<file path="src/rtl/jtdd_snd_cmd.sv">
// Command FIFO from the main CPU to the sound CPU. The head byte is presented on snd_latch
// with snd_irq, and snd_irq stays low for a guaranteed gap between consecutive commands.
module jtdd_snd_cmd #(
    parameter int unsigned AW  = 2,
    parameter int unsigned GAP = 8
) (
    input  logic          clk,
    input  logic          rstn,
    input  logic          wr_stb,
    input  logic [7:0]    main_dout,
    input  logic          snd_rd,
    input  logic          ovf_clr,
    output logic [7:0]    snd_latch,
    output logic          snd_irq,
    output logic [AW:0]   level,
    output logic          full,
    output logic          overflow
);
    localparam int unsigned DEPTH = 1 << AW;
    localparam int unsigned PW    = AW + 1;

    typedef enum logic [1:0] {ST_IDLE, ST_PRESENT, ST_GAP} state_t;

    state_t        state;
    logic [7:0]    mem [DEPTH];
    logic [PW-1:0] wr_ptr, rd_ptr;
    logic [PW-1:0] wr_next, rd_next, lvl_next;
    logic [7:0]    cnt;
    logic [7:0]    head;
    logic          last_rd;
    logic          rd_end, pop, push, drop, empty;

    // Pop happens on the falling edge of the read strobe so the latch stays stable during the access.
    // A pop in the same cycle frees a slot, so a push into a full FIFO is then accepted.
    always_comb begin
        empty    = (level == '0);
        rd_end   = last_rd & ~snd_rd;
        pop      = (state == ST_PRESENT) & rd_end;
        push     = wr_stb & (~full | pop);
        drop     = wr_stb & full & ~pop;
        wr_next  = wr_ptr + PW'(push);
        rd_next  = rd_ptr + PW'(pop);
        lvl_next = wr_next - rd_next;
        head     = mem[rd_ptr[AW-1:0]];
    end

    always_ff @(posedge clk) begin
        if (push) mem[wr_ptr[AW-1:0]] <= main_dout;
    end

    always_ff @(posedge clk or negedge rstn) begin
        if (!rstn) begin
            wr_ptr    <= '0;
            rd_ptr    <= '0;
            level     <= '0;
            full      <= 1'b0;
            overflow  <= 1'b0;
            last_rd   <= 1'b0;
            snd_latch <= 8'hFF;
            snd_irq   <= 1'b0;
            cnt       <= 8'd0;
            state     <= ST_IDLE;
        end else begin
            last_rd <= snd_rd;
            wr_ptr  <= wr_next;
            rd_ptr  <= rd_next;
            level   <= lvl_next;
            full    <= (lvl_next == PW'(DEPTH));
            if (drop)         overflow <= 1'b1;
            else if (ovf_clr) overflow <= 1'b0;

            case (state)
                ST_IDLE: begin
                    if (!empty) begin
                        snd_latch <= head;
                        snd_irq   <= 1'b1;
                        state     <= ST_PRESENT;
                    end
                end
                ST_PRESENT: begin
                    if (rd_end) begin
                        snd_irq <= 1'b0;
                        cnt     <= 8'(GAP - 1);
                        state   <= ST_GAP;
                    end
                end
                ST_GAP: begin
                    // Reads during the gap are spurious and ignored
                    if (cnt == 8'd0) begin
                        if (!empty) begin
                            snd_latch <= head;
                            snd_irq   <= 1'b1;
                            state     <= ST_PRESENT;
                        end else begin
                            state <= ST_IDLE;
                        end
                    end else begin
                        cnt <= cnt - 8'd1;
                    end
                end
                default: state <= ST_IDLE;
            endcase
        end
    end
endmodule

</file>
<file path="config.mk">
export PLATFORM = sky130hd
export DESIGN_NAME = jtdd_snd_cmd
export DESIGN_NICKNAME = d
export VERILOG_FILES = /design/src/rtl/jtdd_snd_cmd.sv
export SDC_FILE = /design/constraint.sdc
export NUM_CORES = 1
export LEC_CHECK = 0
export ABC_AREA = 0
export CELL_PAD_IN_SITES_DETAIL_PLACEMENT = 1
export CELL_PAD_IN_SITES_GLOBAL_PLACEMENT = 2
export CORE_MARGIN = 5
export CORE_UTILIZATION = 41
export DETAILED_ROUTE_END_ITERATION = 6
export PLACE_DENSITY_LB_ADDON = 0.1
export SLEW_MARGIN = 30
export SYNTH_ARGS = -nofsm -noshare
export SYNTH_HDL_FRONTEND = slang
export SYNTH_SLANG_ARGS = --single-unit
</file>
<file path="constraint.sdc">
create_clock -name clk -period 3.2 [get_ports clk]
set_clock_uncertainty 0.15 [all_clocks]
set_input_delay 0.32 -clock clk [delete_from_list [all_inputs] [get_ports clk]]
set_output_delay 0.32 -clock clk [all_outputs]
set_load 0.1 [all_outputs]
</file>
# Word level (Yosys, flattened, before mapping)
# Memory sizes are Yosys's and may differ from the RTL's.
# Cells that the tools add are included.
[op_classes] add_sub_neg=4 mul=0 div_mod_pow=0 magnitude_cmp=0 eq_ne=7 shift=0 muxes=19 bitwise_logic=9 reduce_logical=11
[ops] operator="8-bit two-way mux" count=4
[ops] operator="8-bit one-hot mux with 2 select lines" count=2
[ops] operator="3-bit AND reduction" count=3
[ops] operator="8-bit logical NOT" count=1
[ops] operator="1-bit two-way mux" count=8
[ops] operator="2-bit inequality test (second input constant)" count=4
[ops] operator="8-bit by 1-bit subtractor with 8-bit output (second input constant)" count=1
[ops] operator="3-bit by 1-bit adder with 3-bit output" count=2
[ops] operator="2-bit two-way mux" count=3
[ops] operator="2-bit one-hot mux with 3 select lines" count=1
[ops] operator="2-bit nonzero test" count=3
[ops] operator="1-bit AND" count=5
[ops] operator="3-bit equality test (second input constant)" count=1
[ops] operator="3-bit logical NOT" count=1
[ops] operator="1-bit NOT" count=3
[ops] operator="1-bit one-hot mux with 3 select lines" count=1
[ops] operator="3-bit nonzero test" count=1
[ops] operator="3-bit subtractor" count=1
[ops] operator="2-bit by 1-bit equality test with 1-bit output (second input constant)" count=1
[ops] operator="2-bit equality test (second input constant)" count=1
[ops] operator="2-bit logical NOT" count=1
[ops] operator="2-bit AND reduction" count=1
[ops] operator="1-bit OR" count=1
[totals] regBits=31 latch_bits=0 ram_bits=32 rom_bits=0 out_inout_bits=14 memories=1
[mem_list] name="mem" words=4 width=8 rd=1 rd_clocked_by_memory_dff=0 wr=1 line="25" text="logic [7:0] mem [DEPTH];"

# Depth between registers and ports, before layout
# Gate-level depths: netlist of run 1.
[depth] word_depth=8 depth_mapped=9 depth_no_buf=9

# Worst setup path after synthesis of run 1
# Ideal clock, no wire load.
[synth_path] path_type="register to register" from="register full" to="register full" arrival_time_ps=2464 slack_ps=497 path_stages_with_launch=7 period_less_slack_ps=2703 path_cell_list="dfrtp_1 a21boi_1 ha_1 ha_1 fa_1 xnor2_1 nor3b_1"
[synth_via] elab_chain_cells=6
[synth_rtl] item="start: declaration" line="16" text="output logic full,"
[synth_rtl] item="start signal: assignment" line="68" text="full <= (lvl_next == PW'(DEPTH));"
[synth_rtl] item="1-bit NOT" line="39" text="push = wr_stb & (~full | pop);"
[synth_rtl] item="1-bit OR" line="39"
[synth_rtl] item="1-bit AND" line="39"
[synth_rtl] item="3-bit by 1-bit adder with 3-bit output" line="41" text="wr_next = wr_ptr + PW'(push);"
[synth_rtl] item="net wr_next[1]" line="27" text="logic [PW-1:0] wr_next, rd_next, lvl_next;"
[synth_rtl] item="3-bit subtractor" line="43" text="lvl_next = wr_next - rd_next;"
[synth_rtl] item="net lvl_next[2]" line="27"
[synth_rtl] item="3-bit equality test" line="68"
# The timed path passes the listed nets, and every way through them passes these cells.
# A chain may end at the register's enable or synchronous reset.

# Worst setup path after layout of run 1
[layout_path] from="input port snd_rd" to="register full"
[layout_via] elab_chain_cells=8 elab_cells_between_ends=9 classes_between="add/sub: 3; eq/ne: 1; bitwise: 5"
[layout_rtl] item="start: declaration" line="11" text="input logic snd_rd,"
[layout_rtl] item="1-bit NOT" line="37" text="rd_end = last_rd & ~snd_rd;"
[layout_rtl] item="1-bit AND" line="37"
[layout_rtl] item="1-bit AND" line="38" text="pop = (state == ST_PRESENT) & rd_end;"
[layout_rtl] item="1-bit OR" line="39"
[layout_rtl] item="1-bit AND" line="39"
[layout_rtl] item="3-bit by 1-bit adder with 3-bit output" line="41"
[layout_rtl] item="net wr_next[0]" line="27"
[layout_rtl] item="3-bit subtractor" line="43"
[layout_rtl] item="net lvl_next[2]" line="27"
[layout_rtl] item="3-bit equality test" line="68"
# The timed path passes the listed nets, and every way through them passes these cells.

==> impl_metrics.yaml, run 1 <==
route:
  vias: 1440
  wl_met3_um: 179
  vias_per_cell: 5.18
  routed_wl_mm: 5.16
  wl_per_cell_um: 18.5
  first_iter_violations: 42
  met1_length_mm: 2.24
  top_layer: "met4"
  postRouteAntennaNets: 0
  dr.pass1.iters: 4
  drc_errors: 0
  wl_met2_mm: 2.64
floorplan:
  die_area_um2: 8030
  fp-row-count: 29
  start_util_pct: 41.6
  core_um2: 6240
  die_h_um: 89.6
  die_w_um: 89.6
  io_pins: 27
logic_synthesis:
  synth_common_cells: "32 x edfxtp_1, 23 x dfrtp_1, 12 x nand2_1"
  synth_nets: 181
  synthTopCellsByArea: "edfxtp_1 37%, dfrtp_1 22%, dfstp_2 8.1%"
  synthesis.area_um2: 2600
  yosysMostFrequentCell: "edfxtp_1"
  syn_avg_cell_area_um2: 16.2
  synth_seq_cells: 63
  postSynth.asyncResetShare_pct: 49.2
  netlist.area_leader.share_pct: 37.0
  yosysTopAreaCell: "edfxtp_1"
  synth_edf_count: 32
  yosysWarnings: 0
  yosysSeqAreaShare_pct: 67.2
  synthCells: 160
  synth_cell_types: 41
  dominantRegCellSynth: "edfxtp_1"
final_layout:
  fill_cells: 618
  drive_gt1_share_pct: 29.4
  fin_nets: 217
  synthToLayoutAreaGrowth_pct: 20.0
  diodes: 0
  instances_no_fill: 278
sta:
  setup-violations-final: 0
  fin_crit_ps: 2650
  final-hold-violation-count: 0
  rsz0062_at_grt: "no"
  slew_violations: 0
  period_share_pct: 82.9
  fmax_ghz: 0.377
  maxSlewHeadroom_pct: 55.5
  tightest_slew_ps: 667
  tns_ps: 0
clocking:
  cts_sinks: 63
  cts-resized-gates: 0
  cts.hold.buffers_added: 0
  cts_tree: "done"
  cts_max_level: 3
  cts_root_buf: "clkbuf_8"
  cts_made_buffers: 9
  clk_latency_ps: 340
  clockBufferDepth: 2
  cts_setup_buffers: 0
  clkSlewWorstSetupHoldPaths_ps: 80
place:
  gp_congestion: 0.729
  dp_hpwl_mm: 3.62
  port_buffers: 26
  dp_cells: 262
job:
  cap_violations: 0
run_status:
  outcome: "finished, final reports clean"
worst_setup_path:
  cp.arrival_ps: 2750
  path_class: "input port to register"
  worstPathRequired_ps: 3300
  cp_max_fo: 5
  crit_path_start_kind: "input port"
  end_kind: "register"
global_route:
  grt_pass1_vias: 1649
  grt_pass1_wl_mm: 8.35
  grt_usage_pct: 14.7
  overflow: 0
  antenna_found_initial: 0
  grt_max_degree: 32
worst_hold_path:
  hold_path_class: "input port to asynchronous set/reset pin"
==> placed cells by master (no fill, tap or decap), drive strengths merged, types with 3 or more instances in the layout <==
master         count
buf               18
clkbuf             9
clkdlybuf4s50     12
clkinv             4
dfrtp             23
dfstp              8
edfxtp            32
ha                 7
inv               12
mux2               8
mux4               8
nand2             12
nor2               4
nor3               4
o211ai             3
or4                4
xnor2              3
==> metal layers <==
| metal | track usage [%] | vias up |
|---|---|---|
| met5 | 0 | - |
| met4 | 7.17 | 0 |
| met3 | 4.20 | 8 |
| met2 | 24.3 | 23 |
| met1 | 17.7 | 738 |
| li1 | - | 671 |
==> critical path, stage by stage <==
cell             delay, ps
clkdlybuf4s50_1        440
nand4bb_1              260
a21boi_1               330
ha_1                   310
inv_1                   70
ha_1                   130
inv_1                   50
fa_1                   380
xnor2_1                230
nor3b_1                220
==> logic make-up after synthesis <==
| kind of cell | count (synthesis) | share of synthesized area, % |
|---|---|---|
| simple gates | 37 | 8.33 |
| xor+xnor | 4 | 1.35 |
| compound gates | 15 | 4.33 |
| mux | 17 | 11.9 |
| fa+ha+maj | 8 | 4.14 |
| flops | 63 | 67.2 |
| buf+inv | 16 | 2.70 |
==> worst paths after layout <==
check | to | startpoint | cells past startpoint | slack, ps
setup / recovery | full | snd_rd | 10 | 550
hold / removal | cnt[0] | rstn | 2 | 220
setup reg to reg | full | state[1] | 9 | 550
hold reg to reg | rd_ptr[2] | rd_ptr[2] | 1 | 330
max in group asynchronous | snd_latch[3] | rstn | 2 | 2330
min in group clk | rd_ptr[2] | rd_ptr[2] | 1 | 330
==> metrics by stage <==
stage / area [um^2] / utilization (%) / hold slack [ps] / setup slack, ps
after floorplan: 2600 / - / -126 / 497
after global placement: 2920 / 46.8 / 312 / 367
after detailed placement: 2920 / 46.8 / 319 / 158
after CTS: 3120 / 50.0 / 241 / 498
after global routing: 3120 / 50.0 / 275 / 301
final: 3120 / 50.0 / 224 / 548
==> area by class of cell <==
cell class / count / area [um^2] / share of cell area (%)
Timing Repair Buffer: 30 / 255 / 8.19
Inverter: 11 / 41.3 / 1.32
Tap cell: 77 / 96.3 / 3.09
Clock buffer: 9 / 124 / 3.97
Clock inverter: 7 / 72.6 / 2.33
Sequential cell: 63 / 1750 / 56.0
Multi-Input combinational cell: 81 / 782 / 25.1
==> state kept, by name, summed over array words and instances (netlist names) <==
signal     count
snd_irq        1
mem           32
snd_latch      8
rd_ptr         3
level          3
overflow       1
last_rd        1
state          2
full           1
wr_ptr         3
cnt            8
Power of run 1 is not shown: default switching activity piles up to over one toggle a cycle in this logic, so the estimate is an artifact.
==> run 2, diff against run 1 <==
==> constraint.sdc (replaced) <==
create_clock -name clk -period 2.6 [get_ports clk]
set_clock_uncertainty 0.15 [all_clocks]
set_input_delay 0.26 -clock clk [delete_from_list [all_inputs] [get_ports clk]]
set_output_delay 0.26 -clock clk [all_outputs]
set_load 0.1 [all_outputs]
==> run 2 against run 1 <==
Routed wire length is 0.76% higher. Sequential cell count stayed put. Cell area is 1.6% higher. Via count is 2.2% higher.
==> impl_metrics.yaml, run 2 (synthesis gave the netlist of run 1 again) <==
place:
  port_buffers: 26
  dp_hpwl_mm: 3.52
  place_area_um2: 2950
  gp_congestion: 0.717
floorplan:
  io_pins: 27
  die_h_um: 89.6
  start_util_pct: 41.6
  die_area_um2: 8030
  die_w_um: 89.6
  fp-row-count: 29
  core_um2: 6240
clocking:
  cts_made_buffers: 9
  clockBufferDepth: 2
  cts_tree: "done"
  cts.hold.buffers_added: 0
  cts_sinks: 63
  clk_latency_ps: 330
  cts_max_level: 3
  cts_root_buf: "clkbuf_8"
  clkSlewWorstSetupHoldPaths_ps: 70
global_route:
  antenna_found_initial: 0
  grt_pass1_vias: 1586
  grt_pass1_wl_mm: 8.32
  grt_usage_pct: 14.5
  grt_max_degree: 32
  overflow: 0
worst_setup_path:
  end_kind: "register"
  crit_path_start_kind: "input port"
  path_class: "input port to register"
  rr_worst_depth: 9
  cp.arrival_ps: 2490
  cp_top_family: "adder cells"
  critical_path_buf_inv_count: 4
  r2r_end: "full"
  r2r_setup_slack_ps: 190
  endpoint: "full"
  crit_cells: 10
  reg2reg_from: "state[1]"
  crit_path_max_incr_delay_ps: 500
  crit_chain: "clkdlybuf4s50_1 > nand4bb_1 > buf_4 > inv_1 > ha_1 > ha_1 > inv_1 > fa_1 > xnor2_1 > nor3b_1"
  cp_max_fo: 3
  worstPathRequired_ps: 2680
  slowest_stage: "clkdlybuf4s50_1"
  startpoint: "snd_rd"
sta:
  rsz0062_at_grt: "no"
  setup-violations-final: 0
  fmax_ghz: 0.415
  whs_ps: 188
  slew_violations: 0
  final-hold-violation-count: 0
  fin_crit_ps: 2410
  tns_ps: 0
  tightest_slew_ps: 620
  maxSlewHeadroom_pct: 58.7
  period_share_pct: 92.7
route:
  routed_wl_mm: 5.20
  first_iter_violations: 27
  vias: 1472
  vias_per_cell: 5.22
  wl_per_cell_um: 18.4
  postRouteAntennaNets: 0
  drc_errors: 0
  dr.pass1.iters: 3
power_and_ir_drop:
  max-vdd-ir-drop_mv: 0.863
  p_total_mw: 4.47
  cellLeakagePower_nw: 1.30
  power.density_nw_per_um2: 1410
final_layout:
  design_area_um2: 3170
  synthToLayoutAreaGrowth_pct: 22.0
  largest_reg_flops: 32
  final_common_cell: "edfxtp_1"
  drive_gt1_share_pct: 31.7
  diodes: 0
  layout_common_cells: "32 x edfxtp_1, 22 x dfrtp_1, 22 x buf_4"
  fin_nets: 221
worst_hold_path:
  hold_path_class: "input port to asynchronous set/reset pin"
job:
  cap_violations: 0
run_status:
  outcome: "finished, final reports clean"
## run 2: worst min-delay path by stage
stage / startpoint / slack, ps / endpoint
floorplan: rstn / -190 / cnt[0]
detailed placement: rd_ptr[2] / 330 / rd_ptr[2]
finish: rstn / 190 / cnt[2]
global route: rstn / 220 / cnt[2]
CTS: rstn / 200 / cnt[2]
global placement: snd_irq / 310 / snd_irq
## run 2: power by group
part	total [mW]	switching (mW)	internal [mW]
Clock	0.908	0.372	0.536
Sequential	1.58	0.179	1.40
Combinational	1.98	1.30	0.681
Total	4.47	1.85	2.62
## run 2: routing by layer
layer / global-route usage (%) / share of wire [%] / vias up
li1: - / - / 687
met2: 24.1 / 52 / 21
met4: 6.90 / 1.9 / 0
met1: 18.2 / 42 / 755
met3: 2.74 / 3.6 / 9
met5: 0 / 0 / -
## run 2: what timing repair did
item / in CTS / in global routing
gates resized for setup: 0 / 1
setup buffers: 0 / 0
setup endpoints to repair: 0 / 1
## run 2: area by class of cell
cell class,instances,area (um^2)
multi-input combinational,81,786
inverter,11,41.3
clock inverter,6,85.1
fill,602,3070
timing repair buffer,34,285
clock buffer,10,128
tap,77,96.3
sequential,63,1750
## run 2: stage by stage
stage	worst slack [ps]	std cells	utilization (%)
finish	190	282	50.8
global route	37.7	282	50.8
CTS	123	282	50.7
detailed placement	-125	266	47.3
global placement	-33.3	266	47.3
floorplan	201	160	-
Note: power is estimated with default switching activity, not from simulation.
